==> config.mk <==
export PLATFORM = sky130hd
export DESIGN_NAME = nibble_serial_addsub_flat
export DESIGN_NICKNAME = d
export VERILOG_FILES = /design/src/rtl/addsub_pkg.sv /design/src/rtl/nibble_serial_addsub_if.sv /design/src/rtl/nibble_serial_addsub_cla4_slice.sv /design/src/rtl/nibble_serial_addsub.sv /design/src/flat_wrapper.sv
export SDC_FILE = /design/constraint.sdc
export NUM_CORES = 1
export LEC_CHECK = 0
export ABC_AREA = 1
export CORE_AREA = 4 4 83 85
export DETAILED_ROUTE_END_ITERATION = 10
export DIE_AREA = 0 0 87 89
export PLACE_DENSITY = 0.73
export SLEW_MARGIN = 10
export SYNTH_ARGS = -nofsm -noshare
export SYNTH_HDL_FRONTEND = slang
export SYNTH_SLANG_ARGS = --single-unit
==> constraint.sdc <==
create_clock -name clk -period 2.9 [get_ports clk]
set_input_delay 0.58 -clock clk [delete_from_list [all_inputs] [get_ports clk]]
set_output_delay 0.58 -clock clk [all_outputs]
set_load 0.05 [all_outputs]
==> src/rtl/addsub_pkg.sv <==
// Shared types and constants for the nibble-serial add/subtract unit.
package addsub_pkg;

    localparam int NIBBLE_W = 4;

    typedef enum logic [1:0] {
        IDLE = 2'd0,
        RUN  = 2'd1,
        DONE = 2'd2
    } state_t;

    // Width of the nibble index; never below one bit.
    function automatic int clog2(input int n);
        int r;
        r = 0;
        for (int i = 0; i < 32; i++) begin
            if ((1 << r) < n) r = r + 1;
        end
        return (r < 1) ? 1 : r;
    endfunction

endpackage

==> src/rtl/nibble_serial_addsub_if.sv <==
// Start/done bus between a requester and the nibble-serial add/subtract unit.
// Handshake: start is honoured only on a rising edge where ready is high;
// result/cout/ovf/zero are valid in the cycle done is high and hold until the next accepted start.
interface nibble_serial_addsub_if #(
    parameter int NIBBLES = 4
);
    localparam int W = 4 * NIBBLES;

    logic         start;
    logic         op_sub;
    logic [W-1:0] a;
    logic [W-1:0] b;
    logic         ready;
    logic         busy;
    logic         done;
    logic [W-1:0] result;
    logic         cout;
    logic         ovf;
    logic         zero;

    modport master (
        output start, op_sub, a, b,
        input  ready, busy, done, result, cout, ovf, zero
    );

    modport slave (
        input  start, op_sub, a, b,
        output ready, busy, done, result, cout, ovf, zero
    );
endinterface

==> src/rtl/nibble_serial_addsub_cla4_slice.sv <==
// Combinational 4-bit carry-lookahead slice reused for every nibble of the wide operation.
module cla4_slice (
    input  logic [3:0] a,
    input  logic [3:0] b,
    input  logic       c0,
    output logic [3:0] f,
    output logic       c4
);
    logic [3:0] g;
    logic [3:0] p;
    logic [4:0] c;

    always_comb begin
        g    = a & b;
        p    = a | b;
        c    = '0;
        c[0] = c0;
        for (int i = 0; i < 4; i++) begin
            c[i+1] = g[i] | (p[i] & c[i]);
        end
        f  = a ^ b ^ c[3:0];
        c4 = c[4];
    end
endmodule

==> src/rtl/nibble_serial_addsub.sv <==
// W-bit add/subtract built by stepping one 4-bit CLA slice across the operands, LS nibble first.
module nibble_serial_addsub
    import addsub_pkg::*;
#(
    parameter int NIBBLES = 4
) (
    input  logic                   clk,
    input  logic                   rst_n,
    nibble_serial_addsub_if.slave  bus,
    output state_t                 dbg_state
);
    localparam int W     = NIBBLE_W * NIBBLES;
    localparam int IDX_W = clog2(NIBBLES);
    localparam logic [IDX_W-1:0] LAST_IDX = IDX_W'(NIBBLES - 1);

    state_t             state;
    logic [W-1:0]       a_r;
    logic [W-1:0]       b_r;
    logic               carry_r;
    logic [IDX_W-1:0]   idx;
    logic [W-1:0]       result_r;
    logic               cout_r;
    logic               ovf_r;
    logic               zero_r;
    logic               done_r;
    logic               busy_r;
    logic               ready_r;

    logic [NIBBLE_W-1:0] slice_f;
    logic                slice_c4;
    logic [W-1:0]        result_next;

    cla4_slice u_slice (
        .a  (a_r[NIBBLE_W-1:0]),
        .b  (b_r[NIBBLE_W-1:0]),
        .c0 (carry_r),
        .f  (slice_f),
        .c4 (slice_c4)
    );

    // Each slice output enters at the top so the LS nibble ends at bit 0 after NIBBLES steps.
    assign result_next = {slice_f, result_r[W-1:NIBBLE_W]};

    always_ff @(posedge clk or negedge rst_n) begin
        if (!rst_n) begin
            state    <= IDLE;
            a_r      <= '0;
            b_r      <= '0;
            carry_r  <= 1'b0;
            idx      <= '0;
            result_r <= '0;
            cout_r   <= 1'b0;
            ovf_r    <= 1'b0;
            zero_r   <= 1'b0;
            done_r   <= 1'b0;
            busy_r   <= 1'b0;
            ready_r  <= 1'b1;
        end else begin
            done_r <= 1'b0;
            case (state)
                IDLE, DONE: begin
                    if (bus.start) begin
                        // Subtract is A + ~B + 1, the +1 entering as the initial carry.
                        state    <= RUN;
                        a_r      <= bus.a;
                        b_r      <= bus.op_sub ? ~bus.b : bus.b;
                        carry_r  <= bus.op_sub;
                        idx      <= '0;
                        result_r <= '0;
                        cout_r   <= 1'b0;
                        ovf_r    <= 1'b0;
                        zero_r   <= 1'b0;
                        busy_r   <= 1'b1;
                        ready_r  <= 1'b0;
                    end else begin
                        state <= IDLE;
                    end
                end
                RUN: begin
                    result_r <= result_next;
                    a_r      <= a_r >> NIBBLE_W;
                    b_r      <= b_r >> NIBBLE_W;
                    carry_r  <= slice_c4;
                    idx      <= idx + 1'b1;
                    if (idx == LAST_IDX) begin
                        // Signed overflow: like-signed inputs giving an opposite-signed sum.
                        cout_r  <= slice_c4;
                        ovf_r   <= (a_r[NIBBLE_W-1] == b_r[NIBBLE_W-1]) &&
                                   (slice_f[NIBBLE_W-1] != a_r[NIBBLE_W-1]);
                        zero_r  <= (result_next == '0);
                        done_r  <= 1'b1;
                        busy_r  <= 1'b0;
                        ready_r <= 1'b1;
                        state   <= DONE;
                    end
                end
                default: begin
                    state   <= IDLE;
                    busy_r  <= 1'b0;
                    ready_r <= 1'b1;
                end
            endcase
        end
    end

    assign bus.ready  = ready_r;
    assign bus.busy   = busy_r;
    assign bus.done   = done_r;
    assign bus.result = result_r;
    assign bus.cout   = cout_r;
    assign bus.ovf    = ovf_r;
    assign bus.zero   = zero_r;
    assign dbg_state  = state;

endmodule
==> src/flat_wrapper.sv <==
// flat-port wrapper written by rule: the top's interface ports become plain ports
module nibble_serial_addsub_flat import addsub_pkg::*;
#(
    parameter int NIBBLES = 4
)
  (clk, rst_n, dbg_state, bus_start, bus_op_sub, bus_a, bus_b, bus_ready, bus_busy, bus_done, bus_result, bus_cout, bus_ovf, bus_zero);
  nibble_serial_addsub_if #(.NIBBLES(NIBBLES)) bus_i ();
  input  logic clk;
  input  logic rst_n;
  output state_t dbg_state;
  input wire logic [$bits(bus_i.start)-1:0] bus_start;
  input wire logic [$bits(bus_i.op_sub)-1:0] bus_op_sub;
  input wire logic [$bits(bus_i.a)-1:0] bus_a;
  input wire logic [$bits(bus_i.b)-1:0] bus_b;
  output wire logic [$bits(bus_i.ready)-1:0] bus_ready;
  output wire logic [$bits(bus_i.busy)-1:0] bus_busy;
  output wire logic [$bits(bus_i.done)-1:0] bus_done;
  output wire logic [$bits(bus_i.result)-1:0] bus_result;
  output wire logic [$bits(bus_i.cout)-1:0] bus_cout;
  output wire logic [$bits(bus_i.ovf)-1:0] bus_ovf;
  output wire logic [$bits(bus_i.zero)-1:0] bus_zero;
  assign bus_i.start = bus_start;
  assign bus_i.op_sub = bus_op_sub;
  assign bus_i.a = bus_a;
  assign bus_i.b = bus_b;
  assign bus_ready = bus_i.ready;
  assign bus_busy = bus_i.busy;
  assign bus_done = bus_i.done;
  assign bus_result = bus_i.result;
  assign bus_cout = bus_i.cout;
  assign bus_ovf = bus_i.ovf;
  assign bus_zero = bus_i.zero;
  nibble_serial_addsub #(.NIBBLES(NIBBLES)) u_core (.clk(clk), .rst_n(rst_n), .bus(bus_i), .dbg_state(dbg_state));
endmodule
**Yosys cells after proc, flatten, opt, wreduce, memory -nomap -nowiden**

Index checks and enable logic that the tools add are counted.

- Input bits: 36
- Logic and storage cells: 69
- Output and inout bits: 24
- Register bits: 59

- Bitwise logic cells: 13
- Add/subtract/negate cells: 1
- Equal/unequal tests: 7
- Reductions and logical operators: 8
- Muxes and demuxes: 28

Operator list:

| kind | number |
|---|---|
| case mux 16 bit (2 select lines) | 3 |
| two-way mux 16 bit | 4 |
| logical NOT 16 bit | 1 |
| NOT 16 bit | 1 |
| case mux 1 bit (2 select lines) | 6 |
| two-way mux 1 bit | 11 |
| case mux 2 bit (2 select lines) | 2 |
| bitwise XOR 4 bit | 2 |
| AND 1 bit | 4 |
| AND 4 bit | 1 |
| equality test 2 bit, second input constant | 2 |
| two-way mux 2 bit | 2 |
| OR 1 bit | 4 |
| OR 4 bit | 1 |
| AND reduction 2 bit | 2 |
| AND reduction 3 bit | 1 |
| adder 2 x 1 -> 2 bit, second input constant | 1 |
| equality test 2 x 1 -> 1 bit, second input constant | 1 |
| logical NOT 2 bit | 1 |
| inequality test 2 x 1 -> 1 bit, second input constant | 1 |
| inequality test 2 bit, second input constant | 1 |
| nonzero test 2 bit | 1 |
| OR reduction 2 bit | 1 |
| equality test 1 bit | 1 |
| other kinds (2) | 2 |

**Longest topological paths before layout**

Gate-level depths: netlist (run 1).

- Depth after elaboration: 12
- Mapped depth: 9
- Depth with buffers taken out: 9

**By module**

Synthesis (run 1) repeated with hierarchy kept, for this count alone.

- Cell total of the unflattened synthesis: 318
- Area total of the unflattened synthesis: 2718.9 um^2

Modules (own cells, without submodules):

| module | cells each | instances | area each (um^2) | sequential area each (um^2) |
|---|---|---|---|---|
| nibble_serial_addsub | 300 | 1 | 2586.2 | 1477.7 |
| cla4_slice | 18 | 1 | 132.6 | 0.0 |

**Least setup slack after synthesis (run 1)**

Ideal clock, no wire load.

- Kind: register to register
- Start point: register u_core.carry_r
- End point: register u_core.zero_r (netlist: u_core.bus.zero)
- Library setup time: 0.066 ns
- Path buffers: 0
- Data required time: 2.834 ns
- Cell stages (with the launch flop): 10
- Clock period less this slack: 2.681 ns
- Setup slack: 0.219 ns
- Arrival: 2.616 ns
- Path through: dfrtp_1 -> fa_1 -> fa_1 -> fa_1 -> fa_1 -> nor2_1 -> nand3_1 -> nor2_1 -> nand3_1 -> nand2_1

- Longest elaborated chain between the ends: 10

RTL lines:

| element | RTL line | source |
|---|---|---|
| from (decl) | nibble_serial_addsub.sv:19 | `logic carry_r;` |
| from (signal assigned) | nibble_serial_addsub.sv:67 | `carry_r <= bus.op_sub;` |
| from (signal assigned) | nibble_serial_addsub.sv:83 | `carry_r <= slice_c4;` |
| AND 1 bit | nibble_serial_addsub_cla4_slice.sv:19 | `c[i+1] = g[i] \| (p[i] & c[i]);` |
| OR 1 bit | nibble_serial_addsub_cla4_slice.sv:19 |  |
| AND 1 bit | nibble_serial_addsub_cla4_slice.sv:19 |  |
| OR 1 bit | nibble_serial_addsub_cla4_slice.sv:19 |  |
| AND 1 bit | nibble_serial_addsub_cla4_slice.sv:19 |  |
| OR 1 bit | nibble_serial_addsub_cla4_slice.sv:19 |  |
| bitwise XOR 4 bit (*) | nibble_serial_addsub_cla4_slice.sv:21 | `f = a ^ b ^ c[3:0];` |
| logical NOT 16 bit (*) | nibble_serial_addsub.sv:90 | `zero_r <= (result_next == '0);` |
| two-way mux 1 bit (*) | nibble_serial_addsub.sv:85 | `if (idx == LAST_IDX) begin` |
| case mux 1 bit (2 select lines) (*) | nibble_serial_addsub.sv:60 | `case (state)` |
| to (signal assigned) | nibble_serial_addsub.sv:90 |  |
| to (decl) | nibble_serial_addsub.sv:24 | `logic zero_r;` |

Every way passes the cells marked *; elsewhere a longest branch is shown, timed or not. The select of a mux whose other input is x is not followed.
A chain may end at the register's enable or synchronous reset.

**Worst setup path after layout (run 1)**

Ends and elaborated chain as after synthesis.

==> impl_metrics.py, run 1 <==
metrics = {
    "sta": {
        "period_needed_ns": 2.71,
        "max_slew_margin_pct": 50.8,
        "hold_viol": 0,
        "slew_viol_final": 0,
        "tightestPinTransition_ns": 0.737,
        "finalSetupViolations": 0,
        "rsz0062_at_grt": "false",
        "final.period_utilization_pct": 93.5,
        "finalSetupTns_ns": 0,
        "fmax_mhz": 369,
        "finClkSkew_ns": 0.00654,
    },
    "worst_setup_path": {
        "crit_fanout": 3,
        "r2r-start": "u_core.carry_r$_DFFE_PN0P_",
        "worstSetupPathType": "reg2reg",
        "cp-start-kind": "flop",
        "crit_path_end_kind": "flop",
        "reg2reg_depth": 9,
        "cp.required_ns": 3.17,
        "reg2reg_to": "u_core.bus.zero$_DFFE_PN0P_",
        "crit_arrival_ns": 2.98,
        "r2r_slack_ns": 0.19,
    },
    "floorplanning": {
        "rows": 29,
        "die_h_um": 89,
        "die_w_um": 87,
        "ios": 60,
        "initial_utilization_pct": 43.2,
        "coreArea_um2": 6200,
        "die_area_um2": 7740,
    },
    "power": {
        "switchingPower_mw": 1.80,
        "p_sw_share_pct": 44.1,
        "internal_power_mw": 2.29,
        "cellPowerDensity_nw_per_um2": 1180,
        "clkPwrFrac_pct": 17.2,
        "p_leak_nw": 1.55,
        "seq_power_share_pct": 34.3,
        "vdd.ir_drop.worst_mv": 0.737,
        "p_comb_share_pct": 48.5,
    },
    "clock_tree": {
        "cts_setup_buffers": 0,
        "clock_latency_ns": 0.33,
        "clockRootBuffer": "clkbuf_8",
        "cts_hold_buf": 0,
        "cts-buffers-inserted": 9,
        "cts_max_level": 3,
        "path_clk_slew_ns": 0.06,
        "clkSinkCount": 59,
        "cts_buffer_depth": 2,
        "cts_tree": "yes",
    },
    "yosys": {
        "synth_top_area_cell": "dfrtp_1",
        "synth-seq-cells": 59,
        "synthDistinctLibCells": 22,
        "syn_nets": 323,
        "avgSynthCellArea_um2": 9.54,
        "synth_common_cells": "nand2_1 (89), dfrtp_1 (58), inv_1 (23)",
        "synth_top_area_share_pct": 54.1,
        "ys_warn_count": 0,
        "synth-main-ff-cell": "dfrtp_1",
        "syn_inst": 281,
        "ys_seq_area_share_pct": 55.1,
        "synth_area_leaders": "dfrtp_1 (54%), nand2_1 (12%), o211ai_1 (5.3%), xnor2_1 (4.9%), inv_1 (3.2%)",
        "synth_area_um2": 2680,
        "synth_edf_count": 0,
        "synth.most_common_cell": "nand2_1",
        "async_reset_ff_share_pct": 100,
    },
    "route": {
        "routed_via_density": 4.91,
        "remaining_drc_errors": 0,
        "ant_nets": 0,
        "wl_um": 5620,
        "dr.first_iter.drc_count": 121,
        "dr.pass1.iters": 4,
        "wire_per_inst_um": 13.3,
        "via_count": 2076,
    },
    "final_layout": {
        "final_nets": 383,
        "fin_util_pct": 56.0,
        "final_layout_size_suffix_gt1_share_pct": 7.51,
        "area_delta_synth_final_pct": 29.6,
        "fill_cells": 570,
        "multi_input_area_um2": 997,
        "seqCellArea_um2": 1480,
        "num_antenna_cells": 0,
    },
    "min_path": {
        "holdCritPathClass": "in2async",
    },
    "global_routing": {
        "gr-total-overflow": 0,
        "grt_first_pass_wirelength_um": 9520,
        "antenna_found_initial": 0,
        "grt_max_degree": 60,
        "grt_pass1_vias": 2067,
        "track_usage_pct": 15.8,
    },
    "placed_design": {
        "dp_hpwl_um": 3830,
        "io_buffers": 59,
        "gp_congestion": 0.833,
    },
    "flow_run": {
        "maxCapViolations": 0,
    },
    "status": {
        "outcome": "complete, no violations",
    },
}
worst max-delay path, cell delays in order, from the launching register on:
cell and delay [ns]:
dfrtp_1 0.40, fa_1 0.46, fa_2 0.41, fa_1 0.45
fa_1 0.51, nor2_1 0.12, nand3_1 0.08, nor2_1 0.10
nand3_1 0.07, nand2_1 0.06
final cells by class:
cell class	instances	share of cell area [%]
Clock buffer	15	5.37
Clock inverter	1	0.144
Inverter	25	2.77
Multi-Input combinational cell	183	28.7
Sequential cell	59	42.5
Tap cell	77	2.77
Timing Repair Buffer	63	17.7
cells in the final DEF (no fill, tap or decap):
| cell | instances |
|---|---|
| xnor2_1 | 15 |
| dfstp_2 | 1 |
| o21ai_1 | 2 |
| nand3_1 | 11 |
| inv_1 | 23 |
| fa_2 | 1 |
| clkbuf_1 | 2 |
| clkinv_2 | 1 |
| a22o_1 | 2 |
| buf_4 | 4 |
| o211ai_1 | 19 |
| xor2_1 | 1 |
| clkbuf_8 | 13 |
| inv_2 | 1 |
| nor2_2 | 1 |
| nand2_2 | 2 |
| nor2_1 | 12 |
| buf_2 | 1 |
| o22ai_1 | 9 |
| clkdlybuf4s50_1 | 58 |
| dfrtp_1 | 58 |
| nand2_1 | 89 |
| inv_4 | 1 |
| a21oi_1 | 2 |
| fa_1 | 3 |
| o21ai_0 | 12 |
| ha_1 | 2 |
per-layer routing:
metal | vias to the layer above | wire length [um] | global-route usage, %
li1 | 1027 | - | -
met1 | 976 | 2530 | 20.3
met2 | 67 | 2660 | 25.9
met3 | 6 | 366 | 4.33
met4 | 0 | 58 | 5.52
met5 | - | 0 | 0
state kept, by name, summed over array words and instances, names as in the netlist:
register           cells
u_core.a_r            16
u_core.b_r            16
u_core.bus.busy        1
u_core.bus.cout        1
u_core.bus.done        1
u_core.bus.ovf         1
u_core.bus.ready       1
u_core.bus.result     16
u_core.bus.zero        1
u_core.carry_r         1
u_core.dbg_state       2
u_core.idx             2
per-stage QoR:
| stage | std cells | total power, mW | cell area, um2 | hold WS (ns) | setup WS [ns] |
|---|---|---|---|---|---|
| final | 423 | 4.09 | 3470 | 0.396 | 0.189 |
| after detailed placement | 407 | 3.41 | 3280 | 0.459 | 0.119 |
| after global routing | 423 | 4.41 | 3470 | 0.462 | 0.0517 |
| after CTS | 423 | 4.13 | 3470 | 0.420 | 0.0863 |
| after floorplan | 281 | 2.89 | 2680 | 0.284 | 0.219 |
| after global placement | 407 | 3.35 | 3280 | 0.454 | 0.137 |
power groups by stage:
| stage | registers (mW) | logic, mW | clock network, mW |
|---|---|---|---|
| after global placement | 1.40 | 1.95 | 0 |
| after detailed placement | 1.42 | 2.00 | 0 |
| after CTS | 1.40 | 2.01 | 0.717 |
| after global routing | 1.45 | 2.21 | 0.755 |
| after floorplan | 1.81 | 1.09 | 0 |
| final | 1.40 | 1.98 | 0.703 |
what timing repair did:
item,CTS,global route
endpoints found under the hold margin,0,0
setup endpoints to repair,0,1
resized for setup,0,1
worst max-delay path by stage:
stage | slack [ns] | startpoint | end
4_1_cts | 0.09 | u_core.carry_r$_DFFE_PN0P_ | u_core.bus.zero$_DFFE_PN0P_
3_3_place_gp | 0.14 | u_core.carry_r$_DFFE_PN0P_ | u_core.bus.zero$_DFFE_PN0P_
3_5_place_dp | 0.12 | u_core.carry_r$_DFFE_PN0P_ | u_core.bus.zero$_DFFE_PN0P_
5_1_grt | 0.05 | u_core.carry_r$_DFFE_PN0P_ | u_core.bus.zero$_DFFE_PN0P_
2_1_floorplan | 0.22 | u_core.carry_r$_DFFE_PN0P_ | u_core.bus.zero$_DFFE_PN0P_
6_report | 0.19 | u_core.carry_r$_DFFE_PN0P_ | u_core.bus.zero$_DFFE_PN0P_
cell families after synthesis:
| kind of cell | Yosys count | synth area share [%] |
|---|---|---|
| AND/OR/NAND/NOR | 115 | 16.8 |
| flip-flops | 59 | 55.1 |
| AO/OA/AOI/OAI | 46 | 11.1 |
| buffers and inverters | 39 | 7.89 |
| XOR/XNOR | 16 | 5.23 |
| adder cells (fa/ha/maj) | 6 | 3.92 |
(Power assumes the default switching activity.)
==> inputs of run 2 (changes only) <==
==> constraint.sdc (replaced) <==
create_clock -name clk -period 2.9 [get_ports clk]
set_input_delay 0.725 -clock clk [delete_from_list [all_inputs] [get_ports clk]]
set_output_delay 0.725 -clock clk [all_outputs]
set_load 0.05 [all_outputs]
==> impl_metrics.py, run 2 (synthesis results as in run 1) <==
metrics = {
    "global_routing": {
        "grt_pass1_vias": 2061,
        "grt_first_pass_wirelength_um": 9800,
        "track_usage_pct": 16.5,
        "gr-total-overflow": 0,
        "antenna_found_initial": 0,
        "grt_max_degree": 38,
    },
    "status": {
        "outcome": "complete, no violations",
    },
    "route": {
        "wire_per_inst_um": 13.6,
        "ant_nets": 0,
        "remaining_drc_errors": 0,
        "dr.pass1.iters": 4,
        "via_count": 2097,
        "wl_um": 5790,
        "dr.first_iter.drc_count": 113,
        "routed_via_density": 4.93,
    },
    "worst_setup_path": {
        "cp-start-kind": "flop",
        "worstSetupPathType": "reg2reg",
        "cp.required_ns": 3.18,
        "r2r_slack_ns": 0.11,
        "crit_fanout": 2,
        "crit_arrival_ns": 3.06,
        "crit_path_end_kind": "flop",
    },
    "sta": {
        "tightestPinTransition_ns": 0.660,
        "fin_ws_ns": 0.113,
        "max_slew_margin_pct": 55.9,
        "slew_viol_final": 0,
        "finalSetupTns_ns": 0,
        "hold_viol": 0,
        "fmax_mhz": 359,
        "rsz0062_at_grt": "false",
        "finClkSkew_ns": 0.00472,
        "finalSetupViolations": 0,
        "period_needed_ns": 2.79,
        "final.period_utilization_pct": 96.1,
    },
    "floorplanning": {
        "ios": 60,
        "coreArea_um2": 6200,
        "rows": 29,
        "die_h_um": 89,
        "die_area_um2": 7740,
        "initial_utilization_pct": 43.2,
        "die_w_um": 87,
    },
    "clock_tree": {
        "cts_buffer_depth": 2,
        "clkSinkCount": 59,
        "path_clk_slew_ns": 0.07,
        "cts-buffers-inserted": 9,
        "cts_max_level": 3,
        "clockRootBuffer": "clkbuf_8",
        "cts_tree": "yes",
        "clock_latency_ns": 0.34,
        "cts_hold_buf": 0,
    },
    "flow_run": {
        "maxCapViolations": 0,
    },
    "final_layout": {
        "final_common_cell": "nand2_1",
        "fin_util_pct": 57.5,
        "area_delta_synth_final_pct": 33.0,
        "design_area_um2": 3570,
        "fill_cells": 558,
        "final_nets": 385,
        "final_layout_size_suffix_gt1_share_pct": 9.48,
        "num_antenna_cells": 0,
        "final_cell_mix": "nand2_1 (89), clkdlybuf4s50_1 (58), dfrtp_1 (58)",
    },
    "power": {
        "switchingPower_mw": 1.87,
        "internal_power_mw": 2.57,
        "p_sw_share_pct": 42.1,
        "p_total_mw": 4.43,
        "vdd.ir_drop.worst_mv": 0.633,
        "p_leak_nw": 1.59,
        "p_comb_share_pct": 46.5,
        "cellPowerDensity_nw_per_um2": 1240,
        "seq_power_share_pct": 31.8,
        "clkPwrFrac_pct": 21.6,
    },
    "placed_design": {
        "pre_cts_ws_ns": 0.0386,
        "gp_congestion": 0.828,
        "io_buffers": 59,
        "dp_hpwl_um": 3920,
        "postPlaceCellArea_um2": 3290,
    },
    "min_path": {
        "holdCritPathClass": "in2async",
    },
}
run 2: cell types whose count changed in the layout (fill, tap and decap cells not counted), sizes merged:
cell / change
buf: +2
bufinv: +3
clkbuf: -3
run 2: per-layer routing:
metal | track usage [%] | part of all wire [%]
met1 | 21.1 | 44
met2 | 26.4 | 46
met3 | 5.53 | 8.4
met4 | 5.52 | 1.7
met5 | 0 | 0
run 2: path summary, 6_finish.rpt:
path | from | endpoint | cells past startpoint
max | u_core.carry_r$_DFFE_PN0P_ | u_core.bus.zero$_DFFE_PN0P_ | 9
min | rst_n | u_core.bus.result[0]$_DFFE_PN0P_ | 2
max reg2reg | u_core.carry_r$_DFFE_PN0P_ | u_core.bus.zero$_DFFE_PN0P_ | 9
min reg2reg | u_core.bus.busy$_DFFE_PN0P_ | u_core.bus.busy$_DFFE_PN0P_ | 2
max in group asynchronous | rst_n | u_core.bus.ready$_DFFE_PN1P_ | 2
min in group clk | u_core.bus.busy$_DFFE_PN0P_ | u_core.bus.busy$_DFFE_PN0P_ | 2
run 2: what timing repair did:
action / CTS / global route
endpoints found under the setup margin: 1 / 1
resized for setup: 2 / 2
setup buffers: 1 / 0
pin swaps: 2 / 2
run 2: metrics by stage:
stage,hold WS [ns],instances
after floorplan,0.429,281
after global placement,0.454,408
after detailed placement,0.459,408
after CTS,0.365,425
after global routing,0.392,425
final,0.370,425
run 2: worst max-delay path, stage by stage (launching register included):
cell	delay, ns
dfrtp_1	0.41
fa_2	0.41
fa_2	0.41
fa_2	0.42
fa_1	0.52
nor2_1	0.15
nand3_1	0.13
nor2_2	0.13
nand3_1	0.09
nand2_1	0.08
run 2: layout make-up:
| type | count | area, um2 | share of cell area [%] |
|---|---|---|---|
| flip-flops and latches | 59 | 1480 | 41.4 |
| multi-input cells | 183 | 1000 | 28.2 |
| repair buffers | 65 | 631 | 17.7 |
| clock buffers | 12 | 165 | 4.63 |
| inverters | 25 | 96.3 | 2.70 |
| well taps | 77 | 96.3 | 2.70 |
| clock inverters | 4 | 95.1 | 2.67 |
run 2: power groups by stage:
stage               Clock, mW  Combinational (mW)  Sequential, mW
global route             1.02                2.28            1.45
finish                  0.959                2.06            1.41
detailed placement          0                2.01            1.42
floorplan                   0                1.09            1.81
CTS                     0.980                2.07            1.41
global placement            0                1.95            1.40
